## src/rtl/access_pkg.sv

```systemverilog
// Shared types and helpers for the multi-user access controller.
// Build option: ACCESS_LOCKOUT_EN enables the failure lockout in access_control_multi.
package access_pkg;

  localparam int STATE_W = 3;

  typedef enum logic [STATE_W-1:0] {
    S_IDLE, S_ENTER, S_CHECK, S_GRANTED, S_NEW_PW, S_LOCKED
  } state_e;

  // Index width for n entries, never narrower than one bit.
  function automatic int idx_w(input int n);
    return (n > 1) ? $clog2(n) : 1;
  endfunction

  // Factory password: digit idx of user is user+idx+1 (caller truncates to DIGIT_W).
  function automatic int default_digit(input int user, input int idx);
    return user + idx + 1;
  endfunction

endpackage

```

## src/rtl/password_store.sv

```systemverilog
// Per-user password flop array: sync write, registered read, async reset to factory values.
module password_store
  import access_pkg::*;
#(
  parameter int DIGIT_W = 4,
  parameter int DIGITS  = 4,
  parameter int USERS   = 4,
  localparam int UW     = idx_w(USERS)
) (
  input  logic                            clk,
  input  logic                            rst,
  input  logic                            wr_en,
  input  logic [UW-1:0]                   wr_addr,
  input  logic [DIGITS-1:0][DIGIT_W-1:0]  wr_data,
  input  logic [UW-1:0]                   rd_addr,
  output logic [DIGITS-1:0][DIGIT_W-1:0]  rd_data
);

  logic [DIGITS-1:0][DIGIT_W-1:0] mem_q [USERS];
  logic [DIGITS-1:0][DIGIT_W-1:0] mem_d [USERS];
  logic [DIGITS-1:0][DIGIT_W-1:0] rd_q, rd_d;

  always_comb begin
    mem_d = mem_q;
    if (wr_en) mem_d[wr_addr] = wr_data;
    rd_d = mem_q[rd_addr];
  end

  always_ff @(posedge clk or negedge rst) begin
    if (!rst) begin
      for (int u = 0; u < USERS; u++)
        for (int i = 0; i < DIGITS; i++)
          mem_q[u][i] <= DIGIT_W'(default_digit(u, i));
      rd_q <= '0;
    end else begin
      mem_q <= mem_d;
      rd_q  <= rd_d;
    end
  end

  assign rd_data = rd_q;

endmodule

```

## src/rtl/access_control_multi.sv

```systemverilog
// Multi-user keypad access controller: entry FSM, fail counting, password change.
// Build option: define ACCESS_LOCKOUT_EN to add the timed lockout after MAX_FAIL failures.
module access_control_multi
  import access_pkg::*;
#(
  parameter int DIGIT_W     = 4,
  parameter int DIGITS      = 4,
  parameter int USERS       = 4,
  parameter int MAX_FAIL    = 3,
  parameter int LOCK_CYCLES = 1024,
  localparam int UW         = idx_w(USERS),
  localparam int FW         = $clog2(MAX_FAIL + 1)
) (
  input  logic               clk,
  input  logic               rst,
  input  logic [DIGIT_W-1:0] digit_in,
  input  logic               digit_valid,
  input  logic [UW-1:0]      user_id,
  input  logic               logout,
  input  logic               change_req,
  output logic               access_grant,
  output logic               busy,
  output logic               locked,
  output logic [FW-1:0]      fail_cnt
);

  localparam int CW = idx_w(DIGITS);

  if (DIGITS < 2)      begin : g_chk_digits $error("DIGITS must be >= 2");      end
  if (USERS < 2)       begin : g_chk_users  $error("USERS must be >= 2");       end
  if (MAX_FAIL < 1)    begin : g_chk_fail   $error("MAX_FAIL must be >= 1");    end
  if (LOCK_CYCLES < 1) begin : g_chk_lock   $error("LOCK_CYCLES must be >= 1"); end

  state_e                         state_q, state_d;
  logic [DIGITS-1:0][DIGIT_W-1:0] entry_q, entry_d;
  logic [CW-1:0]                  cnt_q, cnt_d;
  logic [UW-1:0]                  user_q, user_d;
  logic [FW-1:0]                  fail_q, fail_d;
  logic                           wr_en;
  logic [DIGITS-1:0][DIGIT_W-1:0] rd_data;
  logic                           last_digit;

`ifdef ACCESS_LOCKOUT_EN
  localparam int LW = idx_w(LOCK_CYCLES);
  logic [LW-1:0] lock_q, lock_d;
`endif

  // Read address follows the latched user, so the slot is ready well before CHECK.
  password_store #(.DIGIT_W(DIGIT_W), .DIGITS(DIGITS), .USERS(USERS)) u_store (
    .clk     (clk),
    .rst     (rst),
    .wr_en   (wr_en),
    .wr_addr (user_q),
    .wr_data (entry_d),
    .rd_addr (user_q),
    .rd_data (rd_data)
  );

  assign last_digit = (cnt_q == CW'(DIGITS - 1));

  always_comb begin
    state_d = state_q;
    entry_d = entry_q;
    cnt_d   = cnt_q;
    user_d  = user_q;
    fail_d  = fail_q;
    wr_en   = 1'b0;
`ifdef ACCESS_LOCKOUT_EN
    lock_d  = lock_q;
`endif
    case (state_q)
      S_IDLE: if (!logout && digit_valid) begin
        entry_d    = '0;
        entry_d[0] = digit_in;
        user_d     = user_id;
        cnt_d      = CW'(1);
        state_d    = S_ENTER;
      end
      S_ENTER: begin
        if (logout) begin
          entry_d = '0;
          cnt_d   = '0;
          state_d = S_IDLE;
        end else if (digit_valid) begin
          entry_d[cnt_q] = digit_in;
          cnt_d          = last_digit ? '0 : cnt_q + CW'(1);
          if (last_digit) state_d = S_CHECK;
        end
      end
      S_CHECK: begin
        entry_d = '0;
        if (entry_q == rd_data) begin
          fail_d  = '0;
          state_d = S_GRANTED;
        end else begin
          fail_d  = (fail_q == FW'(MAX_FAIL)) ? fail_q : fail_q + FW'(1);
          state_d = S_IDLE;
`ifdef ACCESS_LOCKOUT_EN
          if (fail_d == FW'(MAX_FAIL)) state_d = S_LOCKED;
`endif
        end
      end
      S_GRANTED: begin
        if (logout) state_d = S_IDLE;
        else if (change_req) begin
          entry_d = '0;
          cnt_d   = '0;
          state_d = S_NEW_PW;
        end
      end
      S_NEW_PW: begin
        if (logout) begin
          entry_d = '0;
          cnt_d   = '0;
          state_d = S_IDLE;
        end else if (digit_valid) begin
          // Store takes the completed word, including this final digit, on this edge.
          entry_d[cnt_q] = digit_in;
          cnt_d          = last_digit ? '0 : cnt_q + CW'(1);
          if (last_digit) begin
            wr_en   = 1'b1;
            state_d = S_GRANTED;
          end
        end
      end
`ifdef ACCESS_LOCKOUT_EN
      S_LOCKED: begin
        lock_d = lock_q + LW'(1);
        if (lock_q == LW'(LOCK_CYCLES - 1)) begin
          lock_d  = '0;
          fail_d  = '0;
          state_d = S_IDLE;
        end
      end
`endif
      default: state_d = S_IDLE;
    endcase
  end

  always_ff @(posedge clk or negedge rst) begin
    if (!rst) begin
      state_q <= S_IDLE;
      entry_q <= '0;
      cnt_q   <= '0;
      user_q  <= '0;
      fail_q  <= '0;
`ifdef ACCESS_LOCKOUT_EN
      lock_q  <= '0;
`endif
    end else begin
      state_q <= state_d;
      entry_q <= entry_d;
      cnt_q   <= cnt_d;
      user_q  <= user_d;
      fail_q  <= fail_d;
`ifdef ACCESS_LOCKOUT_EN
      lock_q  <= lock_d;
`endif
    end
  end

  // The session stays open while a replacement password is being typed.
  assign access_grant = (state_q == S_GRANTED) || (state_q == S_NEW_PW);
  assign busy         = (state_q == S_CHECK);
  assign fail_cnt     = fail_q;
`ifdef ACCESS_LOCKOUT_EN
  assign locked       = (state_q == S_LOCKED);
`else
  assign locked       = 1'b0;
`endif

endmodule
```

## config.mk

```make
export PLATFORM = sky130hd
export DESIGN_NAME = access_control_multi
export DESIGN_NICKNAME = d
export VERILOG_FILES = /design/src/rtl/access_pkg.sv /design/src/rtl/password_store.sv /design/src/rtl/access_control_multi.sv
export SDC_FILE = /design/constraint.sdc
export NUM_CORES = 1
export LEC_CHECK = 0
export BUFFER_PORTS_ARGS = -buffer_cell sky130_fd_sc_hd__buf_2
export CAP_MARGIN = 20
export CORE_MARGIN = 1.5
export CORE_UTILIZATION = 52
export CTS_CLUSTER_DIAMETER = 100
export CTS_CLUSTER_SIZE = 25
export DETAILED_ROUTE_END_ITERATION = 16
export GPL_TIMING_DRIVEN = 0
export PLACE_DENSITY = 0.69
export SETUP_SLACK_MARGIN = 0.1
export SYNTH_ARGS = -nofsm -noshare
export SYNTH_HDL_FRONTEND = slang
export SYNTH_SLANG_ARGS = --single-unit
```

## constraint.sdc

```tcl
create_clock -name clk -period 5.7 [get_ports clk]
set_clock_uncertainty 0.15 [all_clocks]
set_input_delay 0.57 -clock clk [delete_from_list [all_inputs] [get_ports clk]]
set_output_delay 0.57 -clock clk [all_outputs]
set_load 0.02 [all_outputs]
```

Yosys cells after proc, flatten, opt, wreduce, memory -nomap -nowiden
Index checks and enable logic that the tools add are counted.
{"block": "totals", "reg_bits": 105, "out_inout_bits": 5, "elab_cells": 103}
{"block": "op_classes", "addsub": 2, "n_lt_le_gt_ge": 4, "n_eq_ne": 17, "n_mux": 39, "bitwise_logic": 1, "reduce_logical": 12}
{"op": "16-bit 2-to-1 mux", "count": 8}
{"op": "64-bit bitwise mux", "count": 1}
{"op": "16-bit one-hot mux with 4 select lines", "count": 1}
{"op": "16-bit binary-select mux with 2-bit select", "count": 1}
{"op": "16-bit demux with 2-bit select", "count": 1}
{"op": "3-bit 2-to-1 mux", "count": 9}
{"op": "2-bit 2-to-1 mux", "count": 9}
{"op": "16-bit bitwise mux", "count": 1}
{"op": "16-bit equality test", "count": 1}
{"op": "3-bit inequality test, second input constant", "count": 5}
{"op": "3-bit one-hot mux with 5 select lines", "count": 1}
{"op": "4-bit demux with 2-bit select", "count": 1}
{"op": "2-bit inequality test, second input constant", "count": 4}
{"op": "3-bit by 2-bit equality test with 1-bit output, second input constant", "count": 2}
{"op": "2-bit one-hot mux with 3 select lines", "count": 1}
{"op": "6-bit AND reduction", "count": 1}
{"op": "5-bit AND reduction", "count": 1}
{"op": "2-bit by 1-bit adder with 2-bit output, second input constant", "count": 2}
{"op": "2-bit equality test, second input constant", "count": 2}
{"op": "1-bit 2-to-1 mux", "count": 4}
{"op": "4-bit 2-to-1 mux", "count": 1}
{"op": "2-bit AND reduction", "count": 2}
{"op": "3-bit by 1-bit equality test with 1-bit output, second input constant", "count": 1}
{"op": "3-bit equality test, second input constant", "count": 1}
{"op": "other kinds (12)", "count": 14}

Logic depth before layout (Yosys ltp)
Gate-level depths: netlist of the first run.
{"block": "depth", "depth_word": 9, "depth_mapped": 8, "mapped_depth_nobuf": 6}

By module
A second synthesis of the first run with hierarchy kept.
{"block": "unflattened", "cells_unflattened": 331, "area_unflattened_um2": 4758.3}
{"module": "password_store", "instances": 1, "cells_each": 172, "area_per_inst_um2": 3225.6, "seq_area_each_um2": 2034.5}
{"module": "access_control_multi", "instances": 1, "cells_each": 159, "area_per_inst_um2": 1532.7, "seq_area_each_um2": 625.6}

Least setup slack after synthesis of the first run
No wires, ideal clock.
{"block": "synth_path", "kind": "flip-flop to output port", "startpoint": "register state_q[1]", "endpoint": "output port access_grant", "arrival_time_ps": 1475, "t_required_ps": 4980, "path_slack_ps": 3505, "stages_incl_launch_ff": 5, "path_cell_list": "dfrtp_1 buf_2 clkbuf_1 or2_2 o21ai_0"}
{"block": "synth_between", "elab_chain_cells": 2, "word_cells_on_any_way": 3, "cone_classes": "eq/ne: 2; reduce/logical: 1"}
{"element": "from (decl)", "line_no": "access_control_multi.sv:34", "rtl": "state_e state_q, state_d;"}
{"element": "from (signal assigned)", "line_no": "access_control_multi.sv:151", "rtl": "state_q <= state_d;"}
{"element": "3-bit by 2-bit equality test with 1-bit output or 3-bit equality test (tied branches)", "line_no": "access_control_multi.sv:163", "rtl": "assign access_grant = (state_q == S_GRANTED) || (state_q == S_NEW_PW);"}
{"element": "1-bit logical OR (*)", "line_no": "access_control_multi.sv:163"}
{"element": "to (decl)", "line_no": "access_control_multi.sv:21", "rtl": "output logic access_grant,"}
Mark *: on every way between the ends. The rest lies on a longest branch, timed or not.

Worst setup path after layout of the first run
{"block": "layout_path", "startpoint": "register state_q[1]", "endpoint": "register u_store.mem_q[57] (netlist name)"}
{"block": "layout_between", "elab_chain_cells": 4, "word_cells_on_any_way": 9, "cone_classes": "eq/ne: 4; mux: 3; reduce/logical: 2"}
{"element": "3-bit equality test or 3-bit by 1-bit equality test with 1-bit output (tied branches)", "line_no": "access_control_multi.sv:71", "rtl": "case (state_q)"}
{"element": "2-bit OR reduction (no line)"}
{"element": "16-bit one-hot mux with 4 select lines", "line_no": "access_control_multi.sv:71"}
{"element": "64-bit bitwise mux", "line_no": "password_store.sv:25", "rtl": "if (wr_en) mem_d[wr_addr] = wr_data;"}
{"element": "to (signal, indexed assignment)", "line_no": "password_store.sv:33", "rtl": "mem_q[u][i] <= DIGIT_W'(default_digit(u, i));"}
{"element": "to (signal assigned)", "line_no": "password_store.sv:36", "rtl": "mem_q <= mem_d;"}
{"element": "to (decl)", "line_no": "password_store.sv:19", "rtl": "logic [DIGITS-1:0][DIGIT_W-1:0] mem_q [USERS];"}
Parallel ways exist; a longest one is shown, timed or not.
A chain may end at the register's enable or synchronous reset.

==> metrics.yaml, run 1 <==
wl_per_cell_um: 20.5
regArea_um2: 2660
start_util_pct: 54.3
max_freq_ghz: 0.347
htreeDepth: 3
tightest_slew_ps: 892
dp_hpwl_mm: 8.08
hold_viol_final: 0
drive_above_1_share_pct: 22.1
path_buf_inv: 3
vias_per_cell: 6.30
synth_cells: 424
ys_seq_area_share_pct: 55.6
tritoncts: "built"
cts_resized: 0
cts_made_buffers: 9
place_congestion: 0.907
critPathArrivalTime_ps: 3000
placed_area_um2: 5040
synth_edf_count: 0
setup_viol: 0
setup_ws_ps: 2810
grt_usage_pct: 26.0
end_kind: "flip-flop"
cts.sinks: 105
grt_pass1_wl_mm: 19.2
clockBufferDepth: 2
grt_max_degree: 54
cts-root-buf: "clkbuf_8"
p_clk_share_pct: 23.5
dp_slack_ps: 2650
period_share_pct: 50.6
p_int_mw: 1.24
nNetsFinal: 469
syn-num-nets: 440
dieArea_um2: 9780
grt_setup_unrepaired: "false"
cp.required_ps: 5820
peakVddDrop_mv: 0.175
dr.first_iter.drc_count: 330
async_flop_share_pct: 100
core-area_um2: 8810
via_count: 3563
hold_buffers: 0
p_leak_nw: 2.41
die_w_um: 98.9
port_buffers: 14
grt_overflow: 0
crit_family: "simple AND/OR/NAND/NOR gates"
final_area_um2: 5240
synth_area_per_cell_um2: 11.3
clkLatencyLatePin_ps: 380
power.switching_mw: 0.684
p_comb_share_pct: 29.7
drt-pass1-iter-count: 11
cts_setup_buffers: 0
routed_wl_mm: 11.6
mostFrequentLayoutCell: "dfrtp_1"
crit_chain: "buf_2 -> or3b_1 -> buf_2 -> nor4_2 -> clkbuf_1 -> a31oi_1"
ys_warn_count: 0
slowest_delay_ps: 740
postRouteAntennaNets: 0
drv_slew: 0
p_seq_share_pct: 46.8
maxCapViolCount: 0
slew_headroom_pct: 40.1
ys.flop_type: "dfrtp_1"
status: "complete, but fails checks"
switching_share_pct: 35.5
yosys.cell_types.count: 51
path_common_cell: "buf_2"
grt_pass1_vias: 3638
power_density_nw_per_um2: 368
cp_slowest_cell: "nor4_2"
diodes: 0
dieHeight_um: 98.9
fp-row-count: 34
io_pins: 16
failed_checks: "design-rule violations"
syn_area_um2: 4780
hold_class: "input pin to asynchronous set/reset pin"
cp-start-kind: "flip-flop"
critPathMaxFanout: 10
grt_antenna_before_repair: 0
finalSetupTns_ps: 0
clk_pin_slew_ps: 100
crit_type: "flip-flop to flip-flop"
multiInputGateArea_um2: 1980
fillers: 740
synth-seq-cells: 105
layout.cells.most_common_list: "79 x dfrtp_1, 53 x nor2_1, 48 x nand2_1, 48 x a31oi_1"
syn_to_final_growth_pct: 9.44
min_period_ps: 2890
drc: 1
## registers in the layout, summed over array words and instances, names as in the netlist
signal and flops:
cnt_q 2, user_q 2, u_store.rd_data 16, fail_cnt 2, u_store.mem_q 64, entry_q 16
state_q 3
## per-layer routing
metal  vias up  routed length, µm  global-route usage, %
li1       1610                  -                      -
met4         0                255                   9.12
met5         -                  0                      0
met1      1780               4910                   36.5
met2       150               5550                   39.9
met3        23                875                   6.31
## cells by family (layout without fill, tap and decap cells)
kind of cell,count (synthesis),in the layout,synth area share [%]
and+or+nand+nor,137,137,13.2
DFF,105,105,55.6
AOI/OAI and AO/OA,100,100,13.6
buffers and inverters,32,66,3.06
muxes,25,25,9.60
xor gates and xnor gates,19,19,3.48
adders and majority gates,5,5,1.31
other,1,1,0.0784
## per-stage QoR
step | cells | hold slack [ps] | utilization [%] | power, mW
global route | 566 | 111 | 59.4 | 2.03
CTS | 565 | 79.1 | 59.4 | 1.93
floorplan | 424 | 124 | - | 1.30
detailed placement | 549 | 323 | 57.2 | 1.48
global placement | 546 | 309 | 56.6 | 1.46
finish | 566 | 72.0 | 59.4 | 1.93
## worst paths after layout
| path | startpoint | to | slack (ps) | cells after the start |
|---|---|---|---|---|
| min in group clk | user_id[0] | user_q[0] | 280 | 2 |
| max reg2reg | state_q[1] | u_store.mem_q[57] | 2810 | 6 |
| min reg2reg | u_store.mem_q[13] | u_store.mem_q[13] | 340 | 2 |
| min | rst | u_store.mem_q[23] | 70 | 1 |
| max | state_q[1] | u_store.mem_q[57] | 2810 | 6 |
| max in group asynchronous | rst | u_store.mem_q[16] | 4580 | 2 |
## cells in the mapped netlist, drive strengths merged (2+ instances only)
cell / count / area (µm²)
a2111oi: 3 / 26.3
a21oi: 5 / 25.0
a31oi: 48 / 300
and2: 4 / 25.0
and3: 2 / 12.5
buf: 16 / 86.3
clkbuf: 10 / 37.5
dfrtp: 79 / 1980
dfstp: 26 / 683
ha: 5 / 62.6
inv: 6 / 22.5
mux2: 7 / 78.8
mux2i: 2 / 20.0
mux4: 16 / 360
nand2: 48 / 180
nand2b: 2 / 12.5
nand3: 2 / 10.0
nand3b: 2 / 15.0
nand4: 3 / 18.8
nor2: 53 / 199
nor2b: 2 / 12.5
nor3: 3 / 15.0
nor4: 6 / 58.8
o211ai: 2 / 15.0
o21ai: 16 / 80.1
o2bb2ai: 5 / 43.8
o31ai: 12 / 90.1
or3: 3 / 18.8
or4: 2 / 15.0
xor2: 18 / 158
## power by group through the flow
stage / Clock [mW] / Sequential (mW) / Combinational (mW)
2_1_floorplan: 0 / 0.911 / 0.393
3_3_place_gp: 0 / 0.914 / 0.544
3_5_place_dp: 0 / 0.917 / 0.561
4_1_cts: 0.463 / 0.903 / 0.564
5_1_grt: 0.489 / 0.915 / 0.631
6_report: 0.453 / 0.902 / 0.572
## final cells by class
type	count	area share [%]
flip-flops and latches	105	50.8
multi-input cells	287	37.8
well taps	108	2.58
clock buffers	9	2.37
plain buffers	26	2.37
repair buffers	18	2.29
clock inverters	7	1.31
inverters	6	0.430
Note: power is estimated with default switching activity, not from simulation.
==> run 2: changes to the inputs <==
ABC_AREA = 1   (was not set)
PLACE_DENSITY = 0.71   (was 0.69)
clock period = 2.6 ns   (was 5.7 ns; I/O delays follow)
==> metrics.yaml, run 2 <==
place_congestion: 0.870  # -4.0%
wl_per_cell_um: 14.7  # -28%
postRouteAntennaNets: 0  # unchanged
power_density_nw_per_um2: 758  # +110%
crit_chain: "nor2_1 -> clkbuf_1 -> a22oi_1 -> nand2_1"
tightest_slew_ps: 846  # -46.1 ps
yosysTopAreaCell: "dfrtp_1"
cp-start-kind: "flip-flop"
core-area_um2: 9240  # +4.9%
crit_type: "flip-flop to flip-flop"
end_kind: "flip-flop"
start_util_pct: 53.4  # -0.91 points
hold_class: "input pin to flip-flop"
critPathMaxFanout: 10  # unchanged
highest_layer: "met4"
synth_edf_count: 0  # unchanged
clockBufferDepth: 2  # unchanged
maxCapViolCount: 0  # unchanged
whs_ps: 31.1  # -40.9 ps
syn_to_final_growth_pct: 9.20
peakVddDrop_mv: 0.339  # +94%
dr_wl_met3_um: 594  # -32%
io_pins: 16  # unchanged
synth_common_cells: "327 x nand2_1, 79 x dfrtp_1, 52 x nor2_1"
cts_setup_buffers: 0  # unchanged
hold_viol_final: 0  # unchanged
diodes: 0  # unchanged
routed_wl_mm: 11.7  # +0.66%
largest_register: "u_store.mem_q"
cp_slowest_cell: "nor2_1"
timing.rr.start: "user_q[0]"
synth_cells: 632  # +49%
syn_area_um2: 4930  # +3.2%
period_share_pct: 84.3  # +34 points
max_freq_ghz: 0.456  # +32%
placed_area_um2: 5190  # +3.1%
hp-start: "user_id[1]"
htreeDepth: 3  # unchanged
synth_area_per_cell_um2: 7.81  # -31%
grt_antenna_before_repair: 0  # unchanged
status: "completed"
ys.flop_type: "dfrtp_1"
crit_family: "simple AND/OR/NAND/NOR gates"
ys_warn_count: 0  # unchanged
die_w_um: 100  # +1.5%
yosys.cell_types.count: 28  # -45%
drc: 0  # -1
drv_slew: 0  # unchanged
cts-root-buf: "clkbuf_8"
p_leak_nw: 2.99  # +24%
hold_depth: 3
hold_end: "user_q[1]"
drt-pass1-iter-count: 5  # -6
layout.cells.most_common_list: "327 x nand2_1, 79 x dfrtp_1, 52 x nor2_1, 47 x inv_1, 27 x a22oi_1"
clk_pin_slew_ps: 110  # about the same
r2r_cells: 4  # -2
via_count: 4106  # +15%
synth-seq-cells: 105  # unchanged
vias_per_cell: 5.18  # -18%
synth_top_area_share_pct: 40.1  # -1.3 points
largest_reg_flops: 64  # unchanged
slew_headroom_pct: 43.4  # +3.3 points
setup_viol: 0  # unchanged
mostFrequentLayoutCell: "nand2_1"
grt_max_degree: 59  # +9.3%
tritoncts: "built"
drive_above_1_share_pct: 13.6  # -8.5 points
timing.rr.end: "u_store.rd_data[13]"
async_flop_share_pct: 100  # unchanged
nNetsFinal: 675  # +44%
wl_met1_mm: 5.25  # +6.9%
ys_top_cells_by_area: "dfrtp_1 40%, nand2_1 25%, dfstp_2 14%, a22oi_1 4.1%, nor2_1 4.0%"
dr.first_iter.drc_count: 311  # -5.8%
dp_hpwl_mm: 8.26  # +2.2%
finish.utilization_pct: 58.3  # -1.1 points
dieHeight_um: 100  # +1.5%
critPathArrivalTime_ps: 2330  # -670 ps
grt_overflow: 0  # unchanged
path_buf_inv: 1  # -2
yosysMostFrequentCell: "nand2_1"
syn-num-nets: 648  # +47%
ys_seq_area_share_pct: 53.9  # -1.7 points
grt_usage_pct: 25.0  # -0.93 points
fp-row-count: 35  # +2.9%
regToRegSetupSlack_ps: 410  # -2410 ps
dieArea_um2: 10100  # +3.1%
grt_setup_unrepaired: "false"
cts_made_buffers: 9  # unchanged
cp.required_ps: 2740  # -3080 ps
finalSetupTns_ps: 0  # unchanged
final_area_um2: 5390  # +2.9%
clkLatencyLatePin_ps: 360  # -20 ps
wl_met2_mm: 5.58  # +0.54%
grt_pass1_vias: 3929  # +8.0%
slowest_delay_ps: 660  # -80 ps
cts.sinks: 105  # unchanged
grt_pass1_wl_mm: 19.3  # +0.18%
port_buffers: 13  # -1
min_period_ps: 2190  # -693 ps
## run 2: changes by cell type in the layout (fill, tap and decap cells not counted), sizes merged, moves of 16 or more
cell / previous run / this run
xor2: 18 / 1
inv: 11 / 56
a22oi: 1 / 27
nand2: 48 / 336
a31oi: 48 / 0
mux4: 16 / 0
## run 2: timing repair
action	CTS	global route
endpoints found under the setup margin	0	0
hold endpoints to repair	42	0
gates resized for setup	0	0
hold buffers	2	0
## run 2: cell families (layout without fill, tap and decap cells)
logic type / after synthesis / after routing / share of synthesized area, %
muxes: 1 / 1 / 0.228
other: 1 / 1 / 0.0760
and+or+nand+nor: 412 / 412 / 33.3
buffers and inverters: 68 / 100 / 5.73
xor gates and xnor gates: 1 / 1 / 0.178
DFF: 105 / 105 / 53.9
adders and majority gates: 5 / 5 / 1.27
AOI/OAI and AO/OA: 39 / 39 / 5.35
## run 2: worst max-delay path by stage
stage / startpoint / end / slack, ps / cells after the start
floorplan: state_q[0] / u_store.mem_q[11] / 1010 / 9
global placement: rst / u_store.mem_q[7] / 20 / 1
detailed placement: user_q[0] / u_store.rd_data[13] / 510 / 4
CTS: user_q[0] / u_store.rd_data[13] / 470 / 4
global route: user_q[0] / u_store.rd_data[13] / 330 / 4
finish: user_q[0] / u_store.rd_data[13] / 410 / 4
## run 2: layout make-up
cell class | count | area (µm²)
fillers | 830 | 3850
flip-flops and latches | 105 | 2660
multi-input cells | 459 | 1990
inverters | 54 | 203
well taps | 129 | 161
clock buffers | 9 | 124
repair buffers | 16 | 115
plain buffers | 14 | 80.1
clock inverters | 7 | 53.8
## run 2: report_power, final
part           internal (mW)  switching, mW  total (mW)  leakage [nW]
clock                  0.358          0.571       0.929        0.0939
sequential              1.76          0.121        1.88          1.36
combinational          0.330          0.946        1.28          1.54
total                   2.45           1.64        4.09          2.99
## run 2: layer usage
metal  track usage (%)  vias to the layer above
met5                 0                        -
met4              8.23                        0
met3              4.60                       26
met2              41.1                      123
met1              33.8                     1964
li1                  -                     1993
## run 2: per-stage QoR
stage / worst slack, ps / std cells / total power, mW
final: 407 / 793 / 4.09
after floorplan: 1010 / 632 / 2.76
after detailed placement: 510 / 775 / 3.17
after CTS: 472 / 793 / 4.11
after global placement: 23.0 / 774 / 3.13
after global routing: 326 / 793 / 4.34
## run 2: worst min-delay path, delay by kind of cell
family                 cells  cell delay, ps
and+or+nand+nor            1              40
buffers and inverters      1              80
AOI/OAI and AO/OA          1             120
==> run 3: changes to the inputs <==
clock period = 1.8 ns   (was 2.6 ns; I/O delays follow)
==> metrics.yaml, run 3 (synthesis results as in run 2) <==
period_share_pct: 102  # +17 points
cp.depth: 9  # +5
peakVddDrop_mv: 0.611  # +80%
dp_slack_ps: -290  # -800 ps
maxCapViolCount: 0  # unchanged
cp-start-kind: "flip-flop"
min_period_ps: 1830  # -361 ps
p_leak_nw: 3.36  # +12%
cp.required_ps: 1910  # -830 ps
dp_hpwl_mm: 8.26  # unchanged
grt_usage_pct: 26.3  # +1.2 points
p_seq_share_pct: 38.7  # -7.3 points
r2r_cells: 9  # +5
dr.first_iter.drc_count: 352  # +13%
via_count: 4448  # +8.3%
hold_class: "input pin to flip-flop"
hp-start: "digit_valid"
crit_path_start: "state_q[1]"
die_w_um: 100  # unchanged
start_util_pct: 53.4  # unchanged
clockBufferDepth: 2  # unchanged
crit_chain: "inv_2 -> nand3_4 -> nor2_4 -> nand2_4 -> nor2_4 -> clkinv_4 -> clkbuf_16 -> nand2_1 -> nand2_1"
cp_slowest_cell: "dfrtp_2"
power_density_nw_per_um2: 1100  # +45%
core-area_um2: 9240  # unchanged
io_pins: 16  # unchanged
critPathArrivalTime_ps: 1940  # -390 ps
grt_setup_unrepaired: "true"
htreeDepth: 3  # unchanged
syn_to_final_growth_pct: 31.9
mostFrequentLayoutCell: "nand2_1"
cts.sinks: 105  # unchanged
path_buf_inv: 3  # +2
slew_headroom_pct: 48.3  # +4.9 points
wl_per_cell_um: 16.1  # +9.5%
clk_pin_slew_ps: 110  # about the same
drt-pass1-iter-count: 6  # +1
hold_viol_final: 0  # unchanged
regArea_um2: 2670  # +0.19%
final_area_um2: 6510  # +21%
setup_ws_ps: -31.7  # -439 ps
postRouteAntennaNets: 0  # unchanged
drc: 0  # unchanged
end_kind: "flip-flop"
timing.rr.start: "state_q[1]"
slowest_delay_ps: 450  # -210 ps
drive_above_1_share_pct: 35.1  # +22 points
routed_wl_mm: 13.6  # +16%
grt_pass1_vias: 4213  # +7.2%
grt_pass1_wl_mm: 20.2  # +4.8%
drv_slew: 0  # unchanged
dieArea_um2: 10100  # unchanged
diodes: 0  # unchanged
multiInputGateArea_um2: 2480  # +24%
largest_register: "u_store.mem_q"
grt_max_degree: 59  # unchanged
max_freq_ghz: 0.546  # +20%
place_congestion: 0.870  # unchanged
setup_viol: 6  # +6
p_clk_share_pct: 18.8  # -3.9 points
port_buffers: 13  # unchanged
crit_family: "simple AND/OR/NAND/NOR gates"
p_comb_share_pct: 42.6  # +11 points
fp-row-count: 35  # unchanged
p_int_mw: 4.17  # +70%
tritoncts: "built"
tightest_slew_ps: 776  # -69.7 ps
placed_area_um2: 5190  # unchanged
clkLatencyLatePin_ps: 360  # about the same
power.switching_mw: 2.98  # +82%
switching_share_pct: 41.7  # +1.6 points
cts-root-buf: "clkbuf_8"
dieHeight_um: 100  # unchanged
layout.cells.most_common_list: "262 x nand2_1, 75 x dfrtp_1, 52 x nand2_2, 40 x inv_1, 35 x buf_4"
grt_overflow: 0  # unchanged
crit_type: "flip-flop to flip-flop"
finalPower_mw: 7.15  # +75%
fillers: 678  # -18%
nNetsFinal: 724  # +7.3%
critPathMaxFanout: 6  # -4
failed_checks: "negative setup slack"
cts_made_buffers: 9  # unchanged
grt_antenna_before_repair: 0  # unchanged
largest_reg_flops: 64  # unchanged
hold_depth: 3  # unchanged
vias_per_cell: 5.28  # +2.0%
status: "complete, but fails checks"
==> run 3: cell types whose count changed in the layout (fill, tap and decap cells not counted), sizes merged <==
cell | before | now
buf | 24 | 67
clkbuf | 13 | 17
clkinv | 5 | 7
dlygate4sd3 | 2 | 4
inv | 56 | 54
==> run 3: worst register-to-register path: cells and delay by family (launching register included) <==
| family | cells | cell delay [ps] |
|---|---|---|
| and+or+nand+nor | 6 | 700 |
| DFF | 1 | 450 |
| buffers and inverters | 3 | 420 |
==> run 3: per-stage QoR <==
step,hold WS [ps],setup TNS (ps),std cells,util (%)
after floorplan,-266,0,632,-
after global placement,263,-66040,774,55.9
after detailed placement,149,-9890,775,56.2
after CTS,75.6,0,818,63.0
after global routing,125,-1710,842,70.4
final,132,-89.7,842,70.4
==> run 3: metal layers <==
metal / up-vias / global-route usage [%] / share of wire (%)
met5: - / 0 / 0
met4: 0 / 8.78 / 2.4
met3: 26 / 4.32 / 4.5
met2: 140 / 44.4 / 51
met1: 2179 / 34.6 / 43
li1: 2103 / - / -
==> run 3: worst paths after layout <==
check                               endpoint  slack, ps
max                        u_store.mem_q[38]        -30
min                                user_q[1]        130
max reg2reg                u_store.mem_q[38]        -30
min reg2reg                u_store.mem_q[33]        320
max in group asynchronous  u_store.mem_q[53]        480
min in group asynchronous         state_q[1]        260
==> run 3: what timing repair did <==
action / CTS / global route
hold endpoints to repair: 44 / 0
setup endpoints to repair: 98 / 97
gates resized for setup: 73 / 123
hold buffers: 4 / 0
cloned: 0 / 4
pin swaps: 14 / 49
setup buffers: 23 / 21
==> run 3: area by class of cell <==
type,count,area share (%)
Timing Repair Buffer,65,9.78
Clock inverter,7,0.827
Buffer,14,2.31
Clock buffer,9,1.90
Inverter,54,3.65
Sequential cell,105,40.9
Tap cell,129,2.48
Multi-Input combinational cell,459,38.1
==> run 3: power by group through the flow <==
stage,combinational [mW],sequential (mW),clock [mW]
finish,3.04,2.77,1.34
global route,3.26,2.78,1.47
global placement,1.77,2.75,0
detailed placement,1.82,2.76,0
CTS,2.33,2.73,1.38
floorplan,1.24,2.74,0
